### src/rtl/mem_access_unit_pkg.sv
// Shared definitions for the M-stage memory access unit: op encodings, exception codes, FSM states.
package mem_access_unit_pkg;

    localparam logic [2:0] OP_W  = 3'b000;
    localparam logic [2:0] OP_BU = 3'b001;
    localparam logic [2:0] OP_B  = 3'b010;
    localparam logic [2:0] OP_HU = 3'b011;
    localparam logic [2:0] OP_H  = 3'b100;

    localparam logic [4:0] EXC_ADEL = 5'd4;
    localparam logic [4:0] EXC_ADES = 5'd5;
    localparam logic [4:0] EXC_DBE  = 5'd7;

    typedef enum logic [0:0] {
        S_IDLE = 1'b0,
        S_WAIT = 1'b1
    } state_e;

endpackage

### src/rtl/mem_store_align.sv
// Byte-lane steering for one access: byte enables, replicated store data, effective offset, address check.
// Alignment exceptions exist only when MEM_ALIGN_EXC_EN is defined.
module mem_store_align
    import mem_access_unit_pkg::*;
(
    input  logic [2:0]  op,
    input  logic [1:0]  a,
    input  logic [31:0] wdata,
    output logic [3:0]  be,
    output logic [31:0] wdata_rep,
    output logic [1:0]  a_eff,
    output logic        addr_exc
);

    always_comb begin
        be        = 4'b1111;
        wdata_rep = wdata;
        a_eff     = 2'b00;
        addr_exc  = 1'b0;
        case (op)
            OP_BU, OP_B: begin
                be        = 4'b0001 << a;
                wdata_rep = {4{wdata[7:0]}};
                a_eff     = a;
            end
            OP_HU, OP_H: begin
                be        = a[1] ? 4'b1100 : 4'b0011;
                wdata_rep = {2{wdata[15:0]}};
`ifdef MEM_ALIGN_EXC_EN
                a_eff     = a;
                addr_exc  = a[0];
`else
                // Without alignment checks the halfword lane is chosen by a[1] alone.
                a_eff     = {a[1], 1'b0};
`endif
            end
            default: begin
`ifdef MEM_ALIGN_EXC_EN
                a_eff     = a;
                addr_exc  = (a != 2'b00);
`endif
            end
        endcase
    end

endmodule

### src/rtl/mem_access_unit.sv
// M-stage load/store front end: one req/ack bus transaction per access, stall, exceptions, raw load hand-off.
// Optional MEM_ALIGN_EXC_EN enables halfword/word misalignment exceptions (see mem_store_align).
module mem_access_unit
    import mem_access_unit_pkg::*;
#(
    parameter int unsigned TIMEOUT_CYCLES = 255,
    parameter int unsigned CNT_W          = 8
) (
    input  logic        clk,
    input  logic        reset,
    input  logic        valid_i,
    input  logic        we_i,
    input  logic [2:0]  op_i,
    input  logic [31:0] addr_i,
    input  logic [31:0] wdata_i,
    input  logic        flush_i,
    output logic        bus_req_o,
    output logic        bus_we_o,
    output logic [31:0] bus_addr_o,
    output logic [3:0]  bus_be_o,
    output logic [31:0] bus_wdata_o,
    input  logic        bus_ack_i,
    input  logic [31:0] bus_rdata_i,
    output logic        stall_o,
    output logic        rd_valid_o,
    output logic [31:0] rd_data_o,
    output logic [1:0]  rd_a_o,
    output logic [2:0]  rd_op_o,
    output logic        exc_o,
    output logic [4:0]  exc_code_o
);

    state_e           state;
    state_e           state_next;
    logic [CNT_W-1:0] cnt;
    logic             killed;
    logic [1:0]       ld_a;
    logic [2:0]       ld_op;

    logic [3:0]       be;
    logic [31:0]      wdata_rep;
    logic [1:0]       a_eff;
    logic             addr_exc;

    logic             accept;
    logic             reject;
    logic             timeout;

    mem_store_align u_align (
        .op        (op_i),
        .a         (addr_i[1:0]),
        .wdata     (wdata_i),
        .be        (be),
        .wdata_rep (wdata_rep),
        .a_eff     (a_eff),
        .addr_exc  (addr_exc)
    );

    assign accept  = (state == S_IDLE) && valid_i && !flush_i && !addr_exc;
    assign reject  = (state == S_IDLE) && valid_i && !flush_i && addr_exc;
    assign timeout = (state == S_WAIT) && !bus_ack_i && (cnt == CNT_W'(TIMEOUT_CYCLES));

    always_ff @(posedge clk) begin
        if (!reset) begin
            state <= S_IDLE;
        end else begin
            state <= state_next;
        end
    end

    always_comb begin
        state_next = state;
        stall_o    = 1'b0;
        case (state)
            S_IDLE: begin
                stall_o = accept;
                if (accept) begin
                    state_next = S_WAIT;
                end
            end
            S_WAIT: begin
                stall_o = !bus_ack_i;
                // Ack beats a coincident timeout, so it is tested first.
                if (bus_ack_i || timeout) begin
                    state_next = S_IDLE;
                end
            end
            default: state_next = S_IDLE;
        endcase
    end

    always_ff @(posedge clk) begin
        if (!reset) begin
            cnt         <= '0;
            killed      <= 1'b0;
            ld_a        <= '0;
            ld_op       <= '0;
            bus_req_o   <= 1'b0;
            bus_we_o    <= 1'b0;
            bus_addr_o  <= '0;
            bus_be_o    <= '0;
            bus_wdata_o <= '0;
            rd_valid_o  <= 1'b0;
            rd_data_o   <= '0;
            rd_a_o      <= '0;
            rd_op_o     <= '0;
            exc_o       <= 1'b0;
            exc_code_o  <= '0;
        end else begin
            rd_valid_o <= 1'b0;
            exc_o      <= 1'b0;
            exc_code_o <= '0;
            if (accept) begin
                bus_req_o   <= 1'b1;
                bus_we_o    <= we_i;
                bus_addr_o  <= {addr_i[31:2], 2'b00};
                bus_be_o    <= we_i ? be : 4'b0000;
                bus_wdata_o <= wdata_rep;
                ld_a        <= a_eff;
                ld_op       <= op_i;
                cnt         <= '0;
                killed      <= 1'b0;
            end
            if (reject) begin
                exc_o      <= 1'b1;
                exc_code_o <= we_i ? EXC_ADES : EXC_ADEL;
            end
            if (state == S_WAIT) begin
                if (flush_i) begin
                    killed <= 1'b1;
                end
                if (bus_ack_i) begin
                    bus_req_o <= 1'b0;
                    // A flushed load still completes on the bus but never reaches the extension stage.
                    if (!bus_we_o && !killed && !flush_i) begin
                        rd_valid_o <= 1'b1;
                        rd_data_o  <= bus_rdata_i;
                        rd_a_o     <= ld_a;
                        rd_op_o    <= ld_op;
                    end
                end else if (timeout) begin
                    bus_req_o  <= 1'b0;
                    exc_o      <= 1'b1;
                    exc_code_o <= EXC_DBE;
                end else begin
                    cnt <= cnt + 1'b1;
                end
            end
        end
    end

endmodule

### config.mk
export PLATFORM = sky130hd
export DESIGN_NAME = mem_access_unit
export DESIGN_NICKNAME = d
export VERILOG_FILES = /design/src/rtl/mem_access_unit_pkg.sv /design/src/rtl/mem_store_align.sv /design/src/rtl/mem_access_unit.sv
export SDC_FILE = /design/constraint.sdc
export NUM_CORES = 1
export LEC_CHECK = 0
export ABC_AREA = 1
export CAP_MARGIN = 20
export CORE_UTILIZATION = 46
export DETAILED_ROUTE_END_ITERATION = 12
export PLACE_DENSITY = 0.86
export SLEW_MARGIN = 40
export SYNTH_ARGS = -nofsm -noshare
export SYNTH_HDL_FRONTEND = slang
export SYNTH_HIERARCHICAL = 1
export SYNTH_SLANG_ARGS = --single-unit
### constraint.sdc
create_clock -name clk -period 3.48 [get_ports clk]
set_input_delay 0.696 -clock clk [delete_from_list [all_inputs] [get_ports clk]]
set_output_delay 0.696 -clock clk [all_outputs]
set_load 0.02 [all_outputs]
==> run summary, run 1 <==
Finish
* share of cells above drive strength 1: 5.90%
* commonest non-fill, non-tap cells in the layout: nand2_1, clkdlybuf4s50_1, dfxtp_1
* nets@finish: 1,009
* Area Growth Syn to Fin: 50.0%
* Non-Filler Cell Area, Final: 7860 µm²
* most common cell after layout, fill and taps aside: nand2_1
* diode insertion count for antenna repair: 0
* Final Util: 71.5%

Clock network
* cts hold-fix bufs: 0
* TritonCTS Sinks: 124
* source-to-sink clock delay at the later pin of the worst-skew pair: 0.42 ns
* TritonCTS clock tree: yes
* deepest level of the CTS H-tree: 4
* Max clock buf depth: 2
* clock slew seen by the registers of the worst setup and hold paths: 0.05 ns
* TritonCTS buffer count: 17
* post-CTS setup repair buffer count: 0
* number of gates resized after CTS: 0
* CTS root buf: clkbuf_16

Placed design
* post-detail-place hpwl: 10,300 µm
* dpl cell area: 7280 µm²
* count of buffers from port buffering: 215
* gpl congestion: 0.856
* post-placement worst setup slack: 0.566 ns

Routing
* number of search-and-repair iterations in the first detailed-routing pass: 5
* DR DRC count: 0
* number of violations reported at the end of detailed-routing iteration 0: 372
* average wire length per cell after detail routing: 14.5 µm
* DR vias: 5,380
* number of nets still failing antenna checks after routing: 0
* Via-to-Cell Ratio: 5.09
* WL final: 15,300 µm

Synthesis
* Yosys reg bits: 124
* per-instance average area after synthesis: 7.30 µm²
* biggest area consumer among synthesized cells: dfxtp_1
* main combinational cell family by area after synthesis: simple AND/OR/NAND/NOR gates
* share of synthesized area spent on multiplexers: 0%
* number of cells produced by synthesis: 718
* post-synthesis instance area: 5240 µm²
* simple-gate share of the synthesized area: 30.6%
* distinct cell type count of the synthesized netlist: 27
* Synth Area in Adders: 0.239%
* portion of the post-synthesis area used by sequential elements: 47.4%
* Yosys warnings: 6
* share of Yosys cell area claimed by the top area cell type: 47.4%
* Post-Synth XOR/XNOR Area: 0%
* synth top area cells: dfxtp_1, nand2_1, a21oi_1, nand3_1, buf_4
* post-synthesis compound-gate area fraction: 12.3%

Global route
* overall overflow remaining after global route: 0
* GRT Util Overall: 25.9%
* number of antenna violations at the first check in global routing: 0
* largest net degree at the start of global routing: 81
* first-pass GRT wire length: 23,300 µm
* vias in the first global route: 4,907

Pwr
* worst ir drop on vdd: 0.333 mV
* Leak: 2.95 nW
* Power Dens Cells: 463 nW/µm²

STA
* endpoints failing setup: 0
* Max Slew Vio Count: 0
* peak clock frequency supported by timing: 338 MHz
* Hold Fails Final Rpt: 0
* Worst Max-Slew Pin Slew: 0.655 ns
* total negative slack for setup checks: 0 ns
* Max-slew headroom: 56.4%
* worst-case clock skew: 0.00639 ns
* share of the clock period used by the worst path after layout: 85.0%
* RSZ-0062 raised after global routing: false
* time the worst path needs with I/O delays and setup: 2.96 ns
* setup ws final: 0.524 ns

Floorplan
* width of the chip: 109 µm
* Die H: 109 µm
* initial core utilization: 47.7%
* Total Die Area: 11,800 µm²
* Core ar.: 11,000 µm²
* site row count: 38
* num ports: 220

Critical path
* endpoint required time on the critical path: 2.78 ns
* category of the critical setup timing path: input pin to output pin
* Critical Path AT: 2.26 ns
* critical path startpoint category: input pin
* maximum fanout count along the critical path: 3
* critical path capture point type: output pin

Run
* Max Cap Violations: 0

Worst hold path
* kind of path behind the tightest hold check: flip-flop to flip-flop

Status
* result of the run: completed

[final cells by class]
cell class / count / area [µm²]
inverters: 27 / 103
flip-flops and latches: 124 / 2480
repair buffers: 224 / 2240
clock buffers: 24 / 482
clock inverters: 8 / 90.1
fillers: 874 / 3130
well taps: 140 / 175
multi-input cells: 509 / 2290
[cells in the mapped netlist]
master    instances
dfxtp_1         124
o21a_1            1
nand4_1          10
inv_2             2
nor2_4            2
nand3b_1          1
o22ai_1           1
conb_1            2
nor2_2            2
a21oi_1         116
inv_1            25
o21ai_2           1
clkbuf_1         12
nor2_1           17
o21ai_0           6
nand3_2           2
buf_6             7
nor3_2            1
nand2_1         264
ha_1              1
buf_2            19
nand2_4           3
nand2_2           2
a21oi_2           1
nand3_1          72
nor3_1            1
buf_4            23
[registers in the layout, indices dropped and copies added, names as in the netlist]
register     count
rd_a_o           2
ld_a             2
bus_addr_o      30
killed           1
rd_valid_o       1
bus_we_o         1
exc_code_o       2
bus_req_o        1
state            1
bus_wdata_o     32
exc_o            1
rd_data_o       32
bus_be_o         4
ld_op            3
rd_op_o          3
cnt              8
[power by group]
part	internal, mW	switching (mW)	leakage [nW]	total, mW
logic	0.213	0.235	1.66	0.449
registers	1.46	0.0179	1.00	1.47
clock network	1.10	0.611	0.288	1.71
[cells by family (layout without fill, tap and decap cells)]
family / Yosys count / in the layout
flip-flops: 124 / 124
buffers and inverters: 88 / 283
other: 2 / 5
adder cells (fa/ha/maj): 1 / 1
AND/OR/NAND/NOR: 377 / 377
AO/OA/AOI/OAI: 126 / 126
[metal layers]
metal	global-route usage, %	vias to the layer above	routed length (µm)	share of wire (%)
li1	-	2685	-	-
met1	28.0	2419	5990	39
met5	0	-	0	0
met3	11.7	22	1690	11
met4	10.6	0	257	1.7
met2	44.0	254	7420	48
[final timing paths]
path	start	endpoint	slack [ns]	cells after the start
setup / recovery	flush_i	stall_o	0.52	5
hold / removal	rd_data_o[26]	rd_data_o[26]	0.46	2
setup reg to reg	state	rd_data_o[21]	1.66	6
hold reg to reg	rd_data_o[26]	rd_data_o[26]	0.46	2
[per-stage QoR]
stage          cells  hold WS [ns]  power (mW)
2_1_floorplan    721         0.445        1.73
3_3_place_gp    1024         0.448        1.94
3_5_place_dp    1024         0.452        1.95
4_1_cts         1056         0.460        3.66
5_1_grt         1056         0.470        3.77
6_report        1056         0.458        3.63
[critical path: stages]
cell	delay (ns)
clkdlybuf4s50_1	0.49
nor2_2	0.16
nand3b_1	0.15
o21ai_0	0.13
clkdlybuf4s50_1	0.64
Power figures use the tool's default switching activity.
==> run 2, diff against run 1 <==
Settings changed: CORE_UTILIZATION 46 to 43, PLACE_DENSITY 0.86 to 0.81.
Clock period 3.48 ns to 2.8 ns, I/O delays scaled along.
==> run summary, run 2 (synthesized netlist as in run 1, its figures left out) <==
Clock network
* TritonCTS clock tree: yes, unchanged
* TritonCTS Sinks: 124, unchanged
* TritonCTS buffer count: 17, unchanged
* post-CTS setup repair buffer count: 0, unchanged
* number of gates resized after CTS: 0, unchanged
* deepest level of the CTS H-tree: 4, unchanged
* CTS root buf: clkbuf_16, unchanged
* clock slew seen by the registers of the worst setup and hold paths: 0.05 ns, about the same
* Max clock buf depth: 2, unchanged
* cts hold-fix bufs: 0, unchanged
* source-to-sink clock delay at the later pin of the worst-skew pair: 0.41 ns, was 0.42 ns

Routing
* average wire length per cell after detail routing: 14.3 µm, was 14.5 µm
* Via-to-Cell Ratio: 4.98, was 5.09
* number of violations reported at the end of detailed-routing iteration 0: 353, was 372
* WL final: 15,100 µm, was 15,300 µm
* number of search-and-repair iterations in the first detailed-routing pass: 5, unchanged
* number of nets still failing antenna checks after routing: 0, unchanged
* DR DRC count: 0, unchanged
* DR vias: 5,294, was 5,380

Critical path
* critical path startpoint category: input pin, unchanged
* worst setup slack for register-to-register paths: 1.24 ns, was 1.66 ns
* Critical Path Most Common Cell: clkdlybuf4s50_1, unchanged
* path length in cells of the critical path: 5, unchanged
* Worst path slowest cell: clkdlybuf4s50_1, unchanged
* critical path capture point type: output pin, unchanged
* launch point of the worst reg-to-reg path: cnt[0], was state
* Bufs and invs on worst path: 2, unchanged
* CP Cell Sequence: clkdlybuf4s50_1 -> nor2_2 -> nand3b_1 -> o21ai_0 -> clkdlybuf4s50_1, unchanged
* endpoint required time on the critical path: 2.24 ns, was 2.78 ns
* Critical Path AT: 2.08 ns, was 2.26 ns
* capturing instance or port of the critical path: stall_o, unchanged
* maximum fanout count along the critical path: 3, unchanged
* count of cells along the worst register-to-register path: 7, was 6
* delay contributed by the slowest stage of the critical path: 0.63 ns, was 0.64 ns
* destination of the worst register-to-register timing path: cnt[0], was rd_data_o[21]
* category of the critical setup timing path: input pin to output pin, unchanged
* largest delay contributor family on the critical path: buffers and inverters, unchanged
* startpoint of the most critical setup path: flush_i, unchanged

Global route
* GRT Util Overall: 24.0%, was 25.9%
* largest net degree at the start of global routing: 81, unchanged
* number of antenna violations at the first check in global routing: 0, unchanged
* first-pass GRT wire length: 23,900 µm, was 23,300 µm
* overall overflow remaining after global route: 0, unchanged
* vias in the first global route: 4,884, was 4,907

STA
* share of the clock period used by the worst path after layout: 94.4%
* peak clock frequency supported by timing: 378 MHz
* Max Slew Vio Count: 0, unchanged
* Hold Fails Final Rpt: 0, unchanged
* total negative slack for setup checks: 0 ns, unchanged
* Worst Max-Slew Pin Slew: 0.605 ns, was 0.655 ns
* RSZ-0062 raised after global routing: false, unchanged
* endpoints failing setup: 0, unchanged
* time the worst path needs with I/O delays and setup: 2.64 ns
* Max-slew headroom: 59.6%, was 56.4%
* worst-case clock skew: 0.00801 ns, was 0.00639 ns

Finish
* largest registers: bus_wdata_o x32, rd_data_o x32, bus_addr_o x30, unchanged
* diode insertion count for antenna repair: 0, unchanged
* Area Growth Syn to Fin: 51.9%, was 50.0%
* Final Util: 68.2%, was 71.5%
* commonest non-fill, non-tap cells in the layout: nand2_1, clkdlybuf4s50_1, dfxtp_1, unchanged
* final instance count without filler cells: 1,062, was 1,056
* number of filler cells placed in the layout: 954, was 874
* most common cell after layout, fill and taps aside: nand2_1, unchanged
* share of cells above drive strength 1: 6.20%, was 5.90%
* Non-Filler Cell Area, Final: 7960 µm², was 7860 µm²
* nets@finish: 1,012, was 1,009

Worst hold path
* kind of path behind the tightest hold check: flip-flop to flip-flop, unchanged

Placed design
* post-detail-place hpwl: 10,100 µm, was 10,300 µm
* number of placed instances, taps included: 1,030, was 1,024
* gpl congestion: 0.869, was 0.856
* count of buffers from port buffering: 215, unchanged
* dpl cell area: 7310 µm², was 7280 µm²

Pwr
* cell-internal power: 3.69 mW, was 2.77 mW
* switching power share of the total: 22.2%, was 23.8%
* Power Dens Cells: 595 nW/µm², was 463 nW/µm²
* net switching power of the design: 1.05 mW, was 0.864 mW
* fraction of power consumed by sequential logic: 38.7%, was 40.5%
* logic gate share of total power: 11.9%, was 12.3%
* worst ir drop on vdd: 0.478 mV, was 0.333 mV
* Leak: 3.00 nW, was 2.95 nW
* Clock power frac: 49.4%, was 47.1%

Floorplan
* site row count: 39, was 38
* initial core utilization: 44.9%, was 47.7%
* Die H: 112 µm, was 109 µm
* Core ar.: 11,700 µm², was 11,000 µm²
* width of the chip: 112 µm, was 109 µm
* Total Die Area: 12,600 µm², was 11,800 µm²
* num ports: 220, unchanged

Run
* Max Cap Violations: 0, unchanged

Status
* result of the run: completed, unchanged

## run 2: changes by cell type in the layout (fill, tap and decap cells not counted), sizes merged
cell,before,now
bufinv,2,4
clkbuf,24,26
clkinv,7,3
buf,9,12
## run 2: power by group through the flow
stage / sequential, mW / clock (mW) / combinational [mW]
floorplan: 1.91 / 0 / 0.242
global placement: 1.87 / 0 / 0.557
detailed placement: 1.87 / 0 / 0.557
CTS: 1.83 / 2.38 / 0.561
global route: 1.84 / 2.48 / 0.607
finish: 1.83 / 2.34 / 0.563
## run 2: routing by layer
layer  track usage [%]  wire length [µm]  part of all wire (%)  vias up
met3              9.02              1440                   9.5       18
li1                  -                 -                     -     2688
met1              28.6              6490                    43     2355
met4              8.89               182                   1.2        0
met2              39.5              7020                    46      233
met5                 0                 0                     0        -
## run 2: worst min-delay path by stage
stage	endpoint	cells past startpoint	from
after global placement	rd_data_o[25]	2	rd_data_o[25]
after detailed placement	rd_data_o[11]	2	rd_data_o[11]
final	rd_a_o[1]	2	rd_a_o[1]
after global routing	rd_data_o[11]	2	rd_data_o[11]
after floorplan	ld_a[0]	2	ld_a[0]
after CTS	rd_data_o[31]	2	rd_data_o[31]
## run 2: cell type report
type	count	area, µm²	share of cell area, %
Timing Repair Buffer	227	2270	28.5
Clock buffer	26	509	6.40
Multi-Input combinational cell	509	2280	28.7
Sequential cell	124	2480	31.2
Inverter	27	103	1.29
Tap cell	143	179	2.25
Clock inverter	6	130	1.64
## run 2: worst register-to-register path, cell delays in order (launching register included)
cell and delay [ns]:
dfxtp_1 0.37, ha_1 0.18, nand2_1 0.07, nor2_1 0.17, nand2_1 0.19, nand2_1 0.24
nand2_1 0.11, a21oi_1 0.16
## run 2: metrics by stage
| stage | hold WS (ns) | power [mW] | setup WS (ns) |
|---|---|---|---|
| 2_1_floorplan | 0.445 | 2.16 | 0.957 |
| 3_3_place_gp | 0.448 | 2.42 | 0.208 |
| 3_5_place_dp | 0.452 | 2.42 | 0.188 |
| 4_1_cts | 0.460 | 4.78 | 0.161 |
| 5_1_grt | 0.474 | 4.92 | 0.0673 |
| 6_report | 0.459 | 4.74 | 0.157 |
==> run 3, diff against run 2 <==
Settings changed: CORE_UTILIZATION 43 to 46, PLACE_DENSITY 0.81 to 0.86.
Clock period 2.8 ns to 3.1 ns, I/O delays scaled along.
==> run summary, run 3 (synthesized netlist as in run 1, its figures left out) <==
Floorplan
* num ports: 220, unchanged
* initial core utilization: 47.7%, was 44.9%
* Die H: 109 µm, was 112 µm
* Core ar.: 11,000 µm², was 11,700 µm²
* Total Die Area: 11,800 µm², was 12,600 µm²
* width of the chip: 109 µm, was 112 µm
* site row count: 38, was 39

Placed design
* count of buffers from port buffering: 215, unchanged
* dpl cell area: 7280 µm², was 7310 µm²
* post-placement worst setup slack: 0.356 ns, was 0.188 ns
* gpl congestion: 0.862, was 0.869
* post-detail-place hpwl: 10,300 µm, was 10,100 µm

Global route
* number of antenna violations at the first check in global routing: 0, unchanged
* first-pass GRT wire length: 23,200 µm, was 23,900 µm
* met1 Track Usage GR: 28.3%, was 28.6%
* largest net degree at the start of global routing: 83, was 81
* overall overflow remaining after global route: 0, unchanged
* fraction of met3 tracks used by global routing: 12.0%, was 9.02%
* met2 usage: 42.3%, was 39.5%
* GRT Util Overall: 25.5%, was 24.0%
* vias in the first global route: 4,788, was 4,884
* Top Usage Layer GRT: met2, unchanged

Routing
* DR vias: 5,326, was 5,294
* number of nets still failing antenna checks after routing: 0, unchanged
* Via-to-Cell Ratio: 5.05, was 4.98
* number of search-and-repair iterations in the first detailed-routing pass: 5, unchanged
* number of violations reported at the end of detailed-routing iteration 0: 381, was 353
* WL final: 15,200 µm, was 15,100 µm
* average wire length per cell after detail routing: 14.4 µm, was 14.3 µm
* DR DRC count: 0, unchanged

Clock network
* CTS root buf: clkbuf_16, unchanged
* TritonCTS Sinks: 124, unchanged
* clock slew seen by the registers of the worst setup and hold paths: 0.05 ns, about the same
* Max clock buf depth: 2, unchanged
* source-to-sink clock delay at the later pin of the worst-skew pair: 0.41 ns, about the same
* cts hold-fix bufs: 0, unchanged
* deepest level of the CTS H-tree: 4, unchanged
* number of gates resized after CTS: 0, unchanged
* post-CTS setup repair buffer count: 0, unchanged
* TritonCTS clock tree: yes, unchanged
* TritonCTS buffer count: 17, unchanged

Pwr
* Leak: 2.96 nW, was 3.00 nW
* worst ir drop on vdd: 0.551 mV, was 0.478 mV
* final total power: 4.11 mW, was 4.74 mW
* Power Dens Cells: 523 nW/µm², was 595 nW/µm²

STA
* RSZ-0062 raised after global routing: false, unchanged
* time the worst path needs with I/O delays and setup: 2.73 ns
* peak clock frequency supported by timing: 366 MHz
* Worst Max-Slew Pin Slew: 0.827 ns, was 0.605 ns
* endpoints failing setup: 0, unchanged
* Max Slew Vio Count: 0, unchanged
* share of the clock period used by the worst path after layout: 88.2%
* total negative slack for setup checks: 0 ns, unchanged
* Hold Fails Final Rpt: 0, unchanged
* worst-case clock skew: 0.00841 ns, was 0.00801 ns
* Max-slew headroom: 44.8%, was 59.6%
* setup ws final: 0.366 ns, was 0.157 ns

Critical path
* Worst path slowest cell: clkdlybuf4s50_1, unchanged
* category of the critical setup timing path: input pin to output pin, unchanged
* Bufs and invs on worst path: 2, unchanged
* endpoint required time on the critical path: 2.48 ns, was 2.24 ns
* delay contributed by the slowest stage of the critical path: 0.64 ns, was 0.63 ns
* CP Cell Sequence: clkdlybuf4s50_1 -> nor2_2 -> nand3b_1 -> o21ai_0 -> clkdlybuf4s50_1, unchanged
* largest delay contributor family on the critical path: buffers and inverters, unchanged
* critical path startpoint category: input pin, unchanged
* critical path capture point type: output pin, unchanged
* maximum fanout count along the critical path: 3, unchanged
* Critical Path AT: 2.11 ns, was 2.08 ns
* Critical Path Most Common Cell: clkdlybuf4s50_1, unchanged

Finish
* most common cell after layout, fill and taps aside: nand2_1, unchanged
* commonest non-fill, non-tap cells in the layout: nand2_1, clkdlybuf4s50_1, dfxtp_1, unchanged
* Final Util: 71.6%, was 68.2%
* Area Growth Syn to Fin: 50.2%, was 51.9%
* Non-Filler Cell Area, Final: 7870 µm², was 7960 µm²
* share of cells above drive strength 1: 6.01%, was 6.20%
* nets@finish: 1,010, was 1,012
* largest registers: bus_wdata_o x32, rd_data_o x32, bus_addr_o x30, unchanged
* diode insertion count for antenna repair: 0, unchanged

Run
* Max Cap Violations: 0, unchanged

Worst hold path
* kind of path behind the tightest hold check: flip-flop to flip-flop, unchanged

Status
* result of the run: completed, unchanged

## run 3: cell count changes in the layout (fill, tap and decap cells not counted)
| cell | before | now |
|---|---|---|
| clkbuf_1 | 4 | 2 |
| bufinv_16 | 4 | 3 |
| buf_4 | 9 | 8 |
| clkinv_2 | 3 | 7 |
| clkbuf_8 | 5 | 2 |
| buf_12 | 2 | 1 |
## run 3: layer usage
layer	wire length, µm	vias up
li1	-	2681
met1	6020	2395
met2	7310	229
met3	1640	21
met4	252	0
met5	0	-
## run 3: worst min-delay path: cells and delay by family, from the launching register on
family | cells | cell delay [ns]
flops | 1 | 0.30
compound gates | 1 | 0.05
simple gates | 1 | 0.06
## run 3: final cells by class
cell class	count	area, µm²
clock buffer	21	460
clock inverter	9	120
fill	874	3120
inverter	27	103
multi-input combinational	509	2280
sequential	124	2480
tap	140	175
timing repair buffer	225	2240
## run 3: per-stage QoR
step                cells  hold slack (ns)
finish               1055            0.458
CTS                  1055            0.460
floorplan             721            0.445
global placement     1025            0.449
detailed placement   1025            0.452
global route         1055            0.470
## run 3: where the power goes
part	leakage [nW]	total (mW)	switching, mW	internal (mW)
registers	1.00	1.65	0.0204	1.63
clock network	0.292	1.96	0.669	1.29
logic	1.67	0.505	0.264	0.240
## run 3: final timing paths
kind                      start            end  slack (ns)  cells after the start
setup / recovery        flush_i        stall_o        0.37                      5
hold / removal    rd_data_o[22]  rd_data_o[22]        0.46                      2
setup reg to reg          state  bus_addr_o[6]        1.44                      5
hold reg to reg   rd_data_o[22]  rd_data_o[22]        0.46                      2
